### src/rtl/spi_regs_pkg.sv
// Shared address map defaults and helpers for the SPI register bank.
package spi_regs_pkg;

  localparam int unsigned DEF_DATA_W = 8;
  localparam int unsigned DEF_ADDR_W = 7;
  localparam int unsigned DEF_NUM_RW = 16;
  localparam int unsigned DEF_NUM_RO = 8;
  localparam int unsigned DEF_IRQ_W  = 8;

  localparam logic [6:0] DEF_RO_BASE         = 7'h20;
  localparam logic [6:0] DEF_IRQ_STATUS_ADDR = 7'h1E;
  localparam logic [6:0] DEF_IRQ_MASK_ADDR   = 7'h1F;
  localparam logic [7:0] DEF_UNMAPPED_VAL    = 8'h99;

  // Named indices of the read/write registers.
  typedef enum int unsigned {
    RW_CTRL    = 0,
    RW_MODE    = 1,
    RW_LED     = 2,
    RW_GPIO_O  = 3,
    RW_GPIO_OE = 4,
    RW_PWM0    = 5,
    RW_PWM1    = 6,
    RW_PWM2    = 7,
    RW_PWM3    = 8,
    RW_DIV_LO  = 9,
    RW_DIV_HI  = 10,
    RW_CFG0    = 11,
    RW_CFG1    = 12,
    RW_CFG2    = 13,
    RW_CFG3    = 14,
    RW_SCRATCH = 15
  } rw_reg_e;

  // True when address a lies in [base, base+n).
  function automatic bit addr_in_window(input int unsigned a, input int unsigned base,
                                        input int unsigned n);
    return (a >= base) && (a < base + n);
  endfunction

  // True when [b0, b0+n0) and [b1, b1+n1) share any address.
  function automatic bit windows_overlap(input int unsigned b0, input int unsigned n0,
                                         input int unsigned b1, input int unsigned n1);
    return (n0 != 0) && (n1 != 0) && (b0 < b1 + n1) && (b1 < b0 + n0);
  endfunction

endpackage

### src/rtl/spi_reg_bank_irq_capture.sv
// Edge-insensitive change detector feeding a sticky, masked, clear-on-read status.
module irq_capture #(
  parameter int unsigned IRQ_W = 8
) (
  input  logic             clk,
  input  logic             reset,
  input  logic [IRQ_W-1:0] irq_in_i,
  input  logic             mask_wr_i,
  input  logic [IRQ_W-1:0] mask_wdata_i,
  input  logic             status_rd_i,
  output logic [IRQ_W-1:0] status_o,
  output logic [IRQ_W-1:0] mask_o,
  output logic             irq_o
);

  logic             armed_q;
  logic [IRQ_W-1:0] irq_prev_q;
  logic [IRQ_W-1:0] status_q, status_d;
  logic [IRQ_W-1:0] mask_q, mask_d;
  logic             irq_q;
  logic [IRQ_W-1:0] event_c;
  logic [IRQ_W-1:0] clr_c;

  // Event detect and status merge; a same-cycle event survives the read clear.
  always_comb begin
    event_c  = '0;
    clr_c    = '0;
    mask_d   = mask_q;
    if (armed_q) begin
      event_c = irq_in_i ^ irq_prev_q;
    end
    if (status_rd_i) begin
      clr_c = status_q;
    end
    status_d = (status_q & ~clr_c) | event_c;
    if (mask_wr_i) begin
      mask_d = mask_wdata_i;
    end
  end

  // State registers; armed_q suppresses the bogus event on the first cycle after reset.
  always_ff @(posedge clk or posedge reset) begin
    if (reset) begin
      armed_q    <= 1'b0;
      irq_prev_q <= '0;
      status_q   <= '0;
      mask_q     <= '0;
      irq_q      <= 1'b0;
    end else begin
      armed_q    <= 1'b1;
      irq_prev_q <= irq_in_i;
      status_q   <= status_d;
      mask_q     <= mask_d;
      irq_q      <= |(status_q & mask_q);
    end
  end

  assign status_o = status_q;
  assign mask_o   = mask_q;
  assign irq_o    = irq_q;

endmodule

### src/rtl/spi_reg_bank.sv
// SPI-facing register bank: address pointer, decode, RW array, read mux and IRQ block.
module spi_reg_bank
  import spi_regs_pkg::*;
#(
  parameter int unsigned              DATA_W          = DEF_DATA_W,
  parameter int unsigned              ADDR_W          = DEF_ADDR_W,
  parameter int unsigned              NUM_RW          = DEF_NUM_RW,
  parameter int unsigned              NUM_RO          = DEF_NUM_RO,
  parameter logic [ADDR_W-1:0]        RO_BASE         = ADDR_W'(DEF_RO_BASE),
  parameter int unsigned              IRQ_W           = DEF_IRQ_W,
  parameter logic [ADDR_W-1:0]        IRQ_STATUS_ADDR = ADDR_W'(DEF_IRQ_STATUS_ADDR),
  parameter logic [ADDR_W-1:0]        IRQ_MASK_ADDR   = ADDR_W'(DEF_IRQ_MASK_ADDR),
  parameter bit                       AUTO_INC        = 1'b1,
  parameter logic [DATA_W-1:0]        UNMAPPED_VAL    = DATA_W'(DEF_UNMAPPED_VAL)
) (
  input  logic                     clk,
  input  logic                     reset,
  input  logic                     spi_cs0,
  input  logic                     rd_strobe,
  input  logic                     wr_strobe,
  input  logic [ADDR_W-1:0]        spi_addr,
  input  logic [DATA_W-1:0]        spi_write_data,
  output logic [DATA_W-1:0]        spi_read_data,
  input  logic [NUM_RO*DATA_W-1:0] ro_regs,
  output logic [NUM_RW*DATA_W-1:0] rw_regs,
  output logic [NUM_RW-1:0]        reg_wr_stb,
  output logic [NUM_RO-1:0]        ro_rd_stb,
  input  logic [IRQ_W-1:0]         irq_in,
  output logic                     irq,
  output logic [ADDR_W-1:0]        cur_addr
);

  localparam int unsigned RW_IDX_W = (NUM_RW > 1) ? $clog2(NUM_RW) : 1;
  localparam int unsigned RO_IDX_W = (NUM_RO > 1) ? $clog2(NUM_RO) : 1;
  localparam int unsigned STS_A    = 32'(IRQ_STATUS_ADDR);
  localparam int unsigned MSK_A    = 32'(IRQ_MASK_ADDR);
  localparam int unsigned RO_A     = 32'(RO_BASE);

  // Reject parameter sets whose address windows alias each other.
  if (IRQ_W > DATA_W) begin : g_bad_irq_w
    $error("spi_reg_bank: IRQ_W must not exceed DATA_W");
  end
  if (windows_overlap(0, NUM_RW, RO_A, NUM_RO)) begin : g_bad_rw_ro
    $error("spi_reg_bank: RW window overlaps RO window");
  end
  if (addr_in_window(STS_A, 0, NUM_RW) || addr_in_window(STS_A, RO_A, NUM_RO) ||
      addr_in_window(MSK_A, 0, NUM_RW) || addr_in_window(MSK_A, RO_A, NUM_RO) ||
      (STS_A == MSK_A)) begin : g_bad_irq_addr
    $error("spi_reg_bank: IRQ register address aliases another register");
  end
  if (RO_A + NUM_RO > (32'd1 << ADDR_W) || NUM_RW > (32'd1 << ADDR_W)) begin : g_bad_range
    $error("spi_reg_bank: register window exceeds address space");
  end

  logic [ADDR_W-1:0]   ptr_q, ptr_d;
  logic                ptr_valid_q, ptr_valid_d;
  logic [ADDR_W-1:0]   cur_addr_q;
  logic [ADDR_W-1:0]   eff_c;
  logic                any_stb_c, wr_act_c, rd_act_c;
  logic                rw_hit_c, ro_hit_c, mask_hit_c, status_hit_c;
  logic [RW_IDX_W-1:0] rw_idx_c;
  logic [RO_IDX_W-1:0] ro_idx_c;
  logic [DATA_W-1:0]   rd_val_c;
  logic [NUM_RW-1:0]   reg_wr_stb_q, reg_wr_stb_d;
  logic [NUM_RO-1:0]   ro_rd_stb_q, ro_rd_stb_d;
  logic [DATA_W-1:0]   rd_data_q;
  logic [DATA_W-1:0]   rw_q [NUM_RW];
  logic [DATA_W-1:0]   ro_arr [NUM_RO];
  logic [IRQ_W-1:0]    irq_status, irq_mask;

  // Unpack the flattened RO inputs and pack the RW array back out.
  for (genvar k = 0; k < NUM_RO; k++) begin : g_ro
    assign ro_arr[k] = ro_regs[k*DATA_W +: DATA_W];
  end
  for (genvar k = 0; k < NUM_RW; k++) begin : g_rw
    assign rw_regs[k*DATA_W +: DATA_W] = rw_q[k];
  end

  // Effective address, decode, pointer update and read mux.
  always_comb begin
    any_stb_c    = rd_strobe | wr_strobe;
    wr_act_c     = wr_strobe;
    rd_act_c     = rd_strobe & ~wr_strobe;
    eff_c        = (AUTO_INC && ptr_valid_q) ? ptr_q : spi_addr;
    rw_hit_c     = 32'(eff_c) < NUM_RW;
    ro_hit_c     = addr_in_window(32'(eff_c), RO_A, NUM_RO);
    mask_hit_c   = eff_c == IRQ_MASK_ADDR;
    status_hit_c = eff_c == IRQ_STATUS_ADDR;
    rw_idx_c     = RW_IDX_W'(eff_c);
    ro_idx_c     = RO_IDX_W'(eff_c - RO_BASE);
    ptr_d        = ptr_q;
    ptr_valid_d  = ptr_valid_q;
    reg_wr_stb_d = '0;
    ro_rd_stb_d  = '0;
    rd_val_c     = UNMAPPED_VAL;

    if (any_stb_c) begin
      ptr_d       = eff_c + ADDR_W'(1);
      ptr_valid_d = AUTO_INC;
    end
    if (spi_cs0) begin
      ptr_valid_d = 1'b0;
    end

    if (wr_act_c && rw_hit_c) begin
      reg_wr_stb_d[rw_idx_c] = 1'b1;
    end
    if (rd_act_c && ro_hit_c) begin
      ro_rd_stb_d[ro_idx_c] = 1'b1;
    end

    if (rw_hit_c) begin
      rd_val_c = rw_q[rw_idx_c];
    end else if (ro_hit_c) begin
      rd_val_c = ro_arr[ro_idx_c];
    end else if (mask_hit_c) begin
      rd_val_c = DATA_W'(irq_mask);
    end else if (status_hit_c) begin
      rd_val_c = DATA_W'(irq_status);
    end
  end

  // Pointer, strobes, register array and read data.
  always_ff @(posedge clk or posedge reset) begin
    if (reset) begin
      ptr_q        <= '0;
      ptr_valid_q  <= 1'b0;
      cur_addr_q   <= '0;
      reg_wr_stb_q <= '0;
      ro_rd_stb_q  <= '0;
      rd_data_q    <= '0;
      for (int k = 0; k < NUM_RW; k++) begin
        rw_q[k] <= '0;
      end
    end else begin
      ptr_q        <= ptr_d;
      ptr_valid_q  <= ptr_valid_d;
      reg_wr_stb_q <= reg_wr_stb_d;
      ro_rd_stb_q  <= ro_rd_stb_d;
      if (any_stb_c) begin
        cur_addr_q <= eff_c;
      end
      if (wr_act_c && rw_hit_c) begin
        rw_q[rw_idx_c] <= spi_write_data;
      end
      if (rd_act_c) begin
        rd_data_q <= rd_val_c;
      end
    end
  end

  irq_capture #(
    .IRQ_W (IRQ_W)
  ) u_irq (
    .clk          (clk),
    .reset        (reset),
    .irq_in_i     (irq_in),
    .mask_wr_i    (wr_act_c & mask_hit_c),
    .mask_wdata_i (spi_write_data[IRQ_W-1:0]),
    .status_rd_i  (rd_act_c & status_hit_c),
    .status_o     (irq_status),
    .mask_o       (irq_mask),
    .irq_o        (irq)
  );

  assign spi_read_data = rd_data_q;
  assign reg_wr_stb    = reg_wr_stb_q;
  assign ro_rd_stb     = ro_rd_stb_q;
  assign cur_addr      = cur_addr_q;

endmodule

### config.mk
export PLATFORM = sky130hd
export DESIGN_NAME = spi_reg_bank
export DESIGN_NICKNAME = d
export VERILOG_FILES = /design/src/rtl/spi_regs_pkg.sv /design/src/rtl/spi_reg_bank_irq_capture.sv /design/src/rtl/spi_reg_bank.sv
export SDC_FILE = /design/constraint.sdc
export NUM_CORES = 1
export LEC_CHECK = 0
export ABC_AREA = 1
export CAP_MARGIN = 20
export CORE_UTILIZATION = 54
export DETAILED_ROUTE_END_ITERATION = 8
export PLACE_DENSITY = 0.95
export SLEW_MARGIN = 20
export SYNTH_ARGS = -nofsm -noshare
export SYNTH_HDL_FRONTEND = slang
export SYNTH_HIERARCHICAL = 1
export SYNTH_SLANG_ARGS = --single-unit
### constraint.sdc
create_clock -name clk -period 8.8 [get_ports clk]
set_input_delay 1.76 -clock clk [delete_from_list [all_inputs] [get_ports clk]]
set_output_delay 1.76 -clock clk [all_outputs]
set_load 0.02 [all_outputs]
==> impl_metrics.prom <==
# TYPE chip_impl_metric gauge
chip_impl_metric{name="critPathRequiredTime",unit="ns"} 9.16
chip_impl_metric{name="crit_arrival",unit="ns"} 4.76
chip_impl_info{name="root_buffer",value="sky130_fd_sc_hd__clkbuf_16"} 1
chip_impl_info{name="rr_endpoint",value="u_irq/mask_o[7]"} 1
chip_impl_info{name="worstSetupPathType",value="in2reg"} 1
chip_impl_metric{name="post_route_skew",unit="ns"} 0.0132
chip_impl_info{name="critical_path.reg2reg.startpoint",value="ptr_valid_q"} 1
chip_impl_metric{name="synth_fp_nets",unit=""} 1527
chip_impl_metric{name="grt_pass1_vias",unit=""} 10400
chip_impl_metric{name="worst_setup_hold_path_clk_slew",unit="ns"} 0.06
chip_impl_metric{name="place.detailed.hpwl",unit="µm"} 25600
chip_impl_metric{name="largest_vdd_supply_drop",unit="µV"} 182
chip_impl_metric{name="global_route.overflow_total",unit=""} 0
chip_impl_metric{name="placementRows",unit=""} 50
chip_impl_info{name="startpoint_type",value="input pin"} 1
chip_impl_metric{name="syn_inst",unit=""} 1431
chip_impl_metric{name="finalHoldViolations",unit=""} 0
chip_impl_metric{name="drtAntennaViolNets",unit=""} 0
chip_impl_metric{name="synth_top_cell_area_share",unit=""} 0.478
chip_impl_metric{name="postSynth.asyncResetShare",unit=""} 1.00
chip_impl_metric{name="wirelength",unit="µm"} 36200
chip_impl_info{name="critical_path.cell_chain",value="clkdlybuf4s50_1 -> nand2_1 -> nand2_2 -> nand3_1 -> nor2_2 -> and2_1 -> o21ai_0"} 1
chip_impl_metric{name="post-cts-setup-buffer-count",unit=""} 0
chip_impl_metric{name="drcViolationCount",unit=""} 0
chip_impl_metric{name="clock_power_share",unit=""} 0.316
chip_impl_metric{name="timing.final.max_slew_violations",unit=""} 0
chip_impl_metric{name="die_w",unit="µm"} 142
chip_impl_metric{name="seqPwrFrac",unit=""} 0.378
chip_impl_metric{name="mean_number_of_vias_per_cell",unit=""} 5.54
chip_impl_metric{name="period_needed",unit="ns"} 4.40
chip_impl_metric{name="grt.total_usage",unit=""} 0.363
chip_impl_metric{name="period_share",unit=""} 0.500
chip_impl_info{name="worstSetupEndpoint",value="u_irq/mask_o[7]"} 1
chip_impl_metric{name="worst_pin_slew",unit="ns"} 0.936
chip_impl_info{name="rsz0062_at_grt",value="no"} 1
chip_impl_metric{name="synth.cell_area",unit="mm²"} 0.0105
chip_impl_info{name="run_status",value="finished clean"} 1
chip_impl_metric{name="area_used_by_multi_input_combinational_logic",unit="mm²"} 0.00433
chip_impl_metric{name="synth_seq_cells",unit=""} 201
chip_impl_metric{name="register_area",unit="mm²"} 0.00503
chip_impl_metric{name="critical_path_peak_fanout",unit=""} 27
chip_impl_info{name="synth-main-ff-cell",value="sky130_fd_sc_hd__dfrtp_1"} 1
chip_impl_metric{name="cts_buffers",unit=""} 21
chip_impl_metric{name="timing.final.ws_setup",unit="ns"} 4.40
chip_impl_metric{name="synthesis.yosys.warnings",unit=""} 6
chip_impl_metric{name="final.hold.worst_slack",unit="ns"} 0.488
chip_impl_info{name="synth_top_cells_by_area",value="sky130_fd_sc_hd__dfrtp_1 48%, sky130_fd_sc_hd__nand2_1 19%, sky130_fd_sc_hd__inv_1 7.5%"} 1
chip_impl_metric{name="timing.max_slew.rel_slack",unit=""} 0.372
chip_impl_metric{name="cts_repair_resize_count",unit=""} 0
chip_impl_metric{name="reg2regPathDepth",unit=""} 7
chip_impl_info{name="synth_area_leader_cell",value="sky130_fd_sc_hd__dfrtp_1"} 1
chip_impl_metric{name="largest_net_degree_at_the_start_of_global_routing",unit=""} 102
chip_impl_metric{name="dpl_worst_slack",unit="ns"} 4.03
chip_impl_metric{name="post-route-cell-area",unit="mm²"} 0.0139
chip_impl_metric{name="antenna_cells_inserted",unit=""} 0
chip_impl_metric{name="drt-wirelength-per-cell",unit="µm"} 18.7
chip_impl_metric{name="signed_area_change_from_the_synthesized_netlist_to_the_final_layout",unit="%"} 32.1
chip_impl_metric{name="pin_count",unit=""} 260
chip_impl_metric{name="crit_path_max_incr_delay",unit="ns"} 0.67
chip_impl_metric{name="pwr_density_cell",unit="mW/mm²"} 225
chip_impl_metric{name="p_sw_frac",unit=""} 0.350
chip_impl_metric{name="die_area",unit="mm²"} 0.0200
chip_impl_metric{name="cts-htree-levels",unit=""} 1
chip_impl_metric{name="vias",unit=""} 10700
chip_impl_metric{name="floorplan.initialDensity",unit=""} 0.557
chip_impl_metric{name="hold_buffers",unit=""} 0
chip_impl_metric{name="wire_length_of_the_first_global_routing_pass",unit="µm"} 55800
chip_impl_metric{name="pwr-share-comb",unit=""} 0.306
chip_impl_metric{name="synth.yosys.seq_area_share",unit=""} 0.478
chip_impl_metric{name="final_layout_size_suffix_gt1_frac",unit=""} 0.0580
chip_impl_metric{name="cts_sinks",unit=""} 201
chip_impl_info{name="hold_path_class",value="reg2reg"} 1
chip_impl_info{name="crit_path_end_kind",value="flop"} 1
chip_impl_metric{name="power.internal",unit="mW"} 2.04
chip_impl_metric{name="synth_cell_type_count",unit=""} 37
chip_impl_metric{name="number_of_nets_in_the_final_layout",unit=""} 1752
chip_impl_metric{name="port_buffers",unit=""} 259
chip_impl_metric{name="synthesis.area_per_instance",unit="µm²"} 7.35
chip_impl_metric{name="dieHeight",unit="µm"} 142
chip_impl_metric{name="setup-tns-final",unit="ns"} 0
chip_impl_metric{name="core",unit="mm²"} 0.0189
chip_impl_metric{name="place_congestion",unit=""} 1.07
chip_impl_metric{name="clock_path_buffers",unit=""} 3
chip_impl_metric{name="p_leak",unit="nW"} 6.92
chip_impl_metric{name="cap_viol_max_count",unit=""} 0
chip_impl_info{name="synth_most_common_cell",value="sky130_fd_sc_hd__nand2_1"} 1
chip_impl_metric{name="antenna_found_initial",unit=""} 0
chip_impl_metric{name="timing.reg2reg.setup_slack",unit="ns"} 5.31
chip_impl_metric{name="first_iter_violations",unit=""} 1280
chip_impl_metric{name="power_switching",unit="mW"} 1.10
chip_impl_metric{name="drt_pre_antenna_iters",unit=""} 6
chip_impl_info{name="crit_start",value="spi_addr[2]"} 1
chip_impl_info{name="tritoncts",value="yes"} 1
chip_impl_info{name="synthTopCellsByCount",value="534 x sky130_fd_sc_hd__nand2_1, 209 x sky130_fd_sc_hd__inv_1, 201 x sky130_fd_sc_hd__dfrtp_1"} 1
chip_impl_metric{name="clk-insertion-delay-late",unit="ns"} 0.51
chip_impl_metric{name="placement.cell_area",unit="mm²"} 0.0131
chip_impl_metric{name="num-fill-cells",unit=""} 1392
chip_impl_info{name="crit_slowest_cell",value="sky130_fd_sc_hd__nand3_1"} 1
chip_impl_metric{name="synth_enable_flop_cells",unit=""} 0
chip_impl_metric{name="clock.fmax",unit="MHz"} 227
chip_impl_metric{name="setup_viol",unit=""} 0
[critical path: cells and delay by family]
family / cells / cell delay (ns)
buffers and inverters: 1 / 0.48
AND/OR/NAND/NOR: 5 / 2.32
AO/OA/AOI/OAI: 1 / 0.20
[registers in the layout, indices dropped and copies added (netlist names)]
name,count
cur_addr,7
ptr_q,7
ptr_valid_q,1
reg_wr_stb,16
ro_rd_stb,8
rw_regs,128
spi_read_data,8
u_irq/armed_q,1
u_irq/irq_o,1
u_irq/irq_prev_q,8
u_irq/mask_o,8
u_irq/status_o,8
[stage by stage]
step / utilization / power, mW / instances
finish: 0.736 / 3.13 / 1931
global route: 0.736 / 3.25 / 1931
CTS: 0.736 / 3.12 / 1931
detailed placement: 0.695 / 2.13 / 1893
global placement: 0.695 / 2.11 / 1893
floorplan: - / 1.68 / 1431
[cell usage in the layout (no fill, tap or decap)]
cell type,count
sky130_fd_sc_hd__clkbuf_8,2
sky130_fd_sc_hd__conb_1,1
sky130_fd_sc_hd__inv_6,3
sky130_fd_sc_hd__nor3_1,2
sky130_fd_sc_hd__clkinvlp_4,2
sky130_fd_sc_hd__nand2_4,4
sky130_fd_sc_hd__clkinv_2,5
sky130_fd_sc_hd__o21ai_2,6
sky130_fd_sc_hd__and2_1,1
sky130_fd_sc_hd__nand2_2,11
sky130_fd_sc_hd__bufinv_16,5
sky130_fd_sc_hd__nand3_4,4
sky130_fd_sc_hd__nor2_4,9
sky130_fd_sc_hd__ha_1,4
sky130_fd_sc_hd__nand4_4,3
sky130_fd_sc_hd__o221ai_1,1
sky130_fd_sc_hd__a31oi_1,1
sky130_fd_sc_hd__nand3_1,114
sky130_fd_sc_hd__nand2_8,1
sky130_fd_sc_hd__buf_4,4
sky130_fd_sc_hd__o21ai_0,61
sky130_fd_sc_hd__o21ai_1,81
sky130_fd_sc_hd__nor3_4,5
sky130_fd_sc_hd__clkinv_1,2
sky130_fd_sc_hd__nand4_1,2
sky130_fd_sc_hd__clkbuf_16,21
sky130_fd_sc_hd__inv_1,207
sky130_fd_sc_hd__inv_2,7
sky130_fd_sc_hd__clkbuf_1,2
sky130_fd_sc_hd__nand2_1,532
sky130_fd_sc_hd__nor2_1,98
sky130_fd_sc_hd__o21bai_1,1
sky130_fd_sc_hd__inv_4,1
sky130_fd_sc_hd__o22ai_1,1
sky130_fd_sc_hd__clkdlybuf4s50_1,259
sky130_fd_sc_hd__dfrtp_1,201
sky130_fd_sc_hd__o211ai_1,1
sky130_fd_sc_hd__nor2_8,2
sky130_fd_sc_hd__a21oi_1,2
sky130_fd_sc_hd__nor2_2,2
[layer usage]
layer  track usage  part of all wire  vias to the layer above
li1              -                 -                     4823
met2         0.584              0.46                      736
met3        0.0726              0.11                      148
met5             0                 0                        -
met1         0.467              0.38                     4989
met4         0.191             0.055                        0
[area by class of cell]
type | instances | area share
flip-flops and latches | 201 | 0.362
multi-input cells | 950 | 0.311
repair buffers | 263 | 0.189
inverters | 219 | 0.0600
clock buffers | 25 | 0.0403
well taps | 260 | 0.0234
clock inverters | 13 | 0.0143
[kinds of logic (layout without fill, tap and decap cells)]
family,after synthesis,in the layout,share of synthesized area
other cells,1,1,0.000356
simple gates,790,790,0.328
compound gates,155,155,0.0769
fa+ha+maj,4,4,0.00476
flops,201,201,0.478
buf+inv,280,520,0.112
[power groups by stage]
stage	clock, mW	combinational, mW	sequential [mW]
6_report	0.992	0.959	1.18
5_1_grt	1.03	1.03	1.19
4_1_cts	0.990	0.951	1.18
3_5_place_dp	0	0.939	1.19
3_3_place_gp	0	0.919	1.19
2_1_floorplan	0	0.373	1.31
[worst min-delay path by stage]
| stage | end | start | slack (ns) | depth (start not counted) |
|---|---|---|---|---|
| 2_1_floorplan | ptr_q[5] | ptr_q[5] | 0.45 | 2 |
| 6_report | cur_addr[4] | cur_addr[4] | 0.49 | 2 |
| 3_3_place_gp | ptr_q[5] | ptr_q[5] | 0.46 | 2 |
| 4_1_cts | ptr_q[5] | ptr_q[5] | 0.49 | 2 |
| 3_5_place_dp | ptr_q[5] | ptr_q[5] | 0.47 | 2 |
| 5_1_grt | cur_addr[6] | cur_addr[6] | 0.51 | 2 |
(Power assumes the default switching activity.)
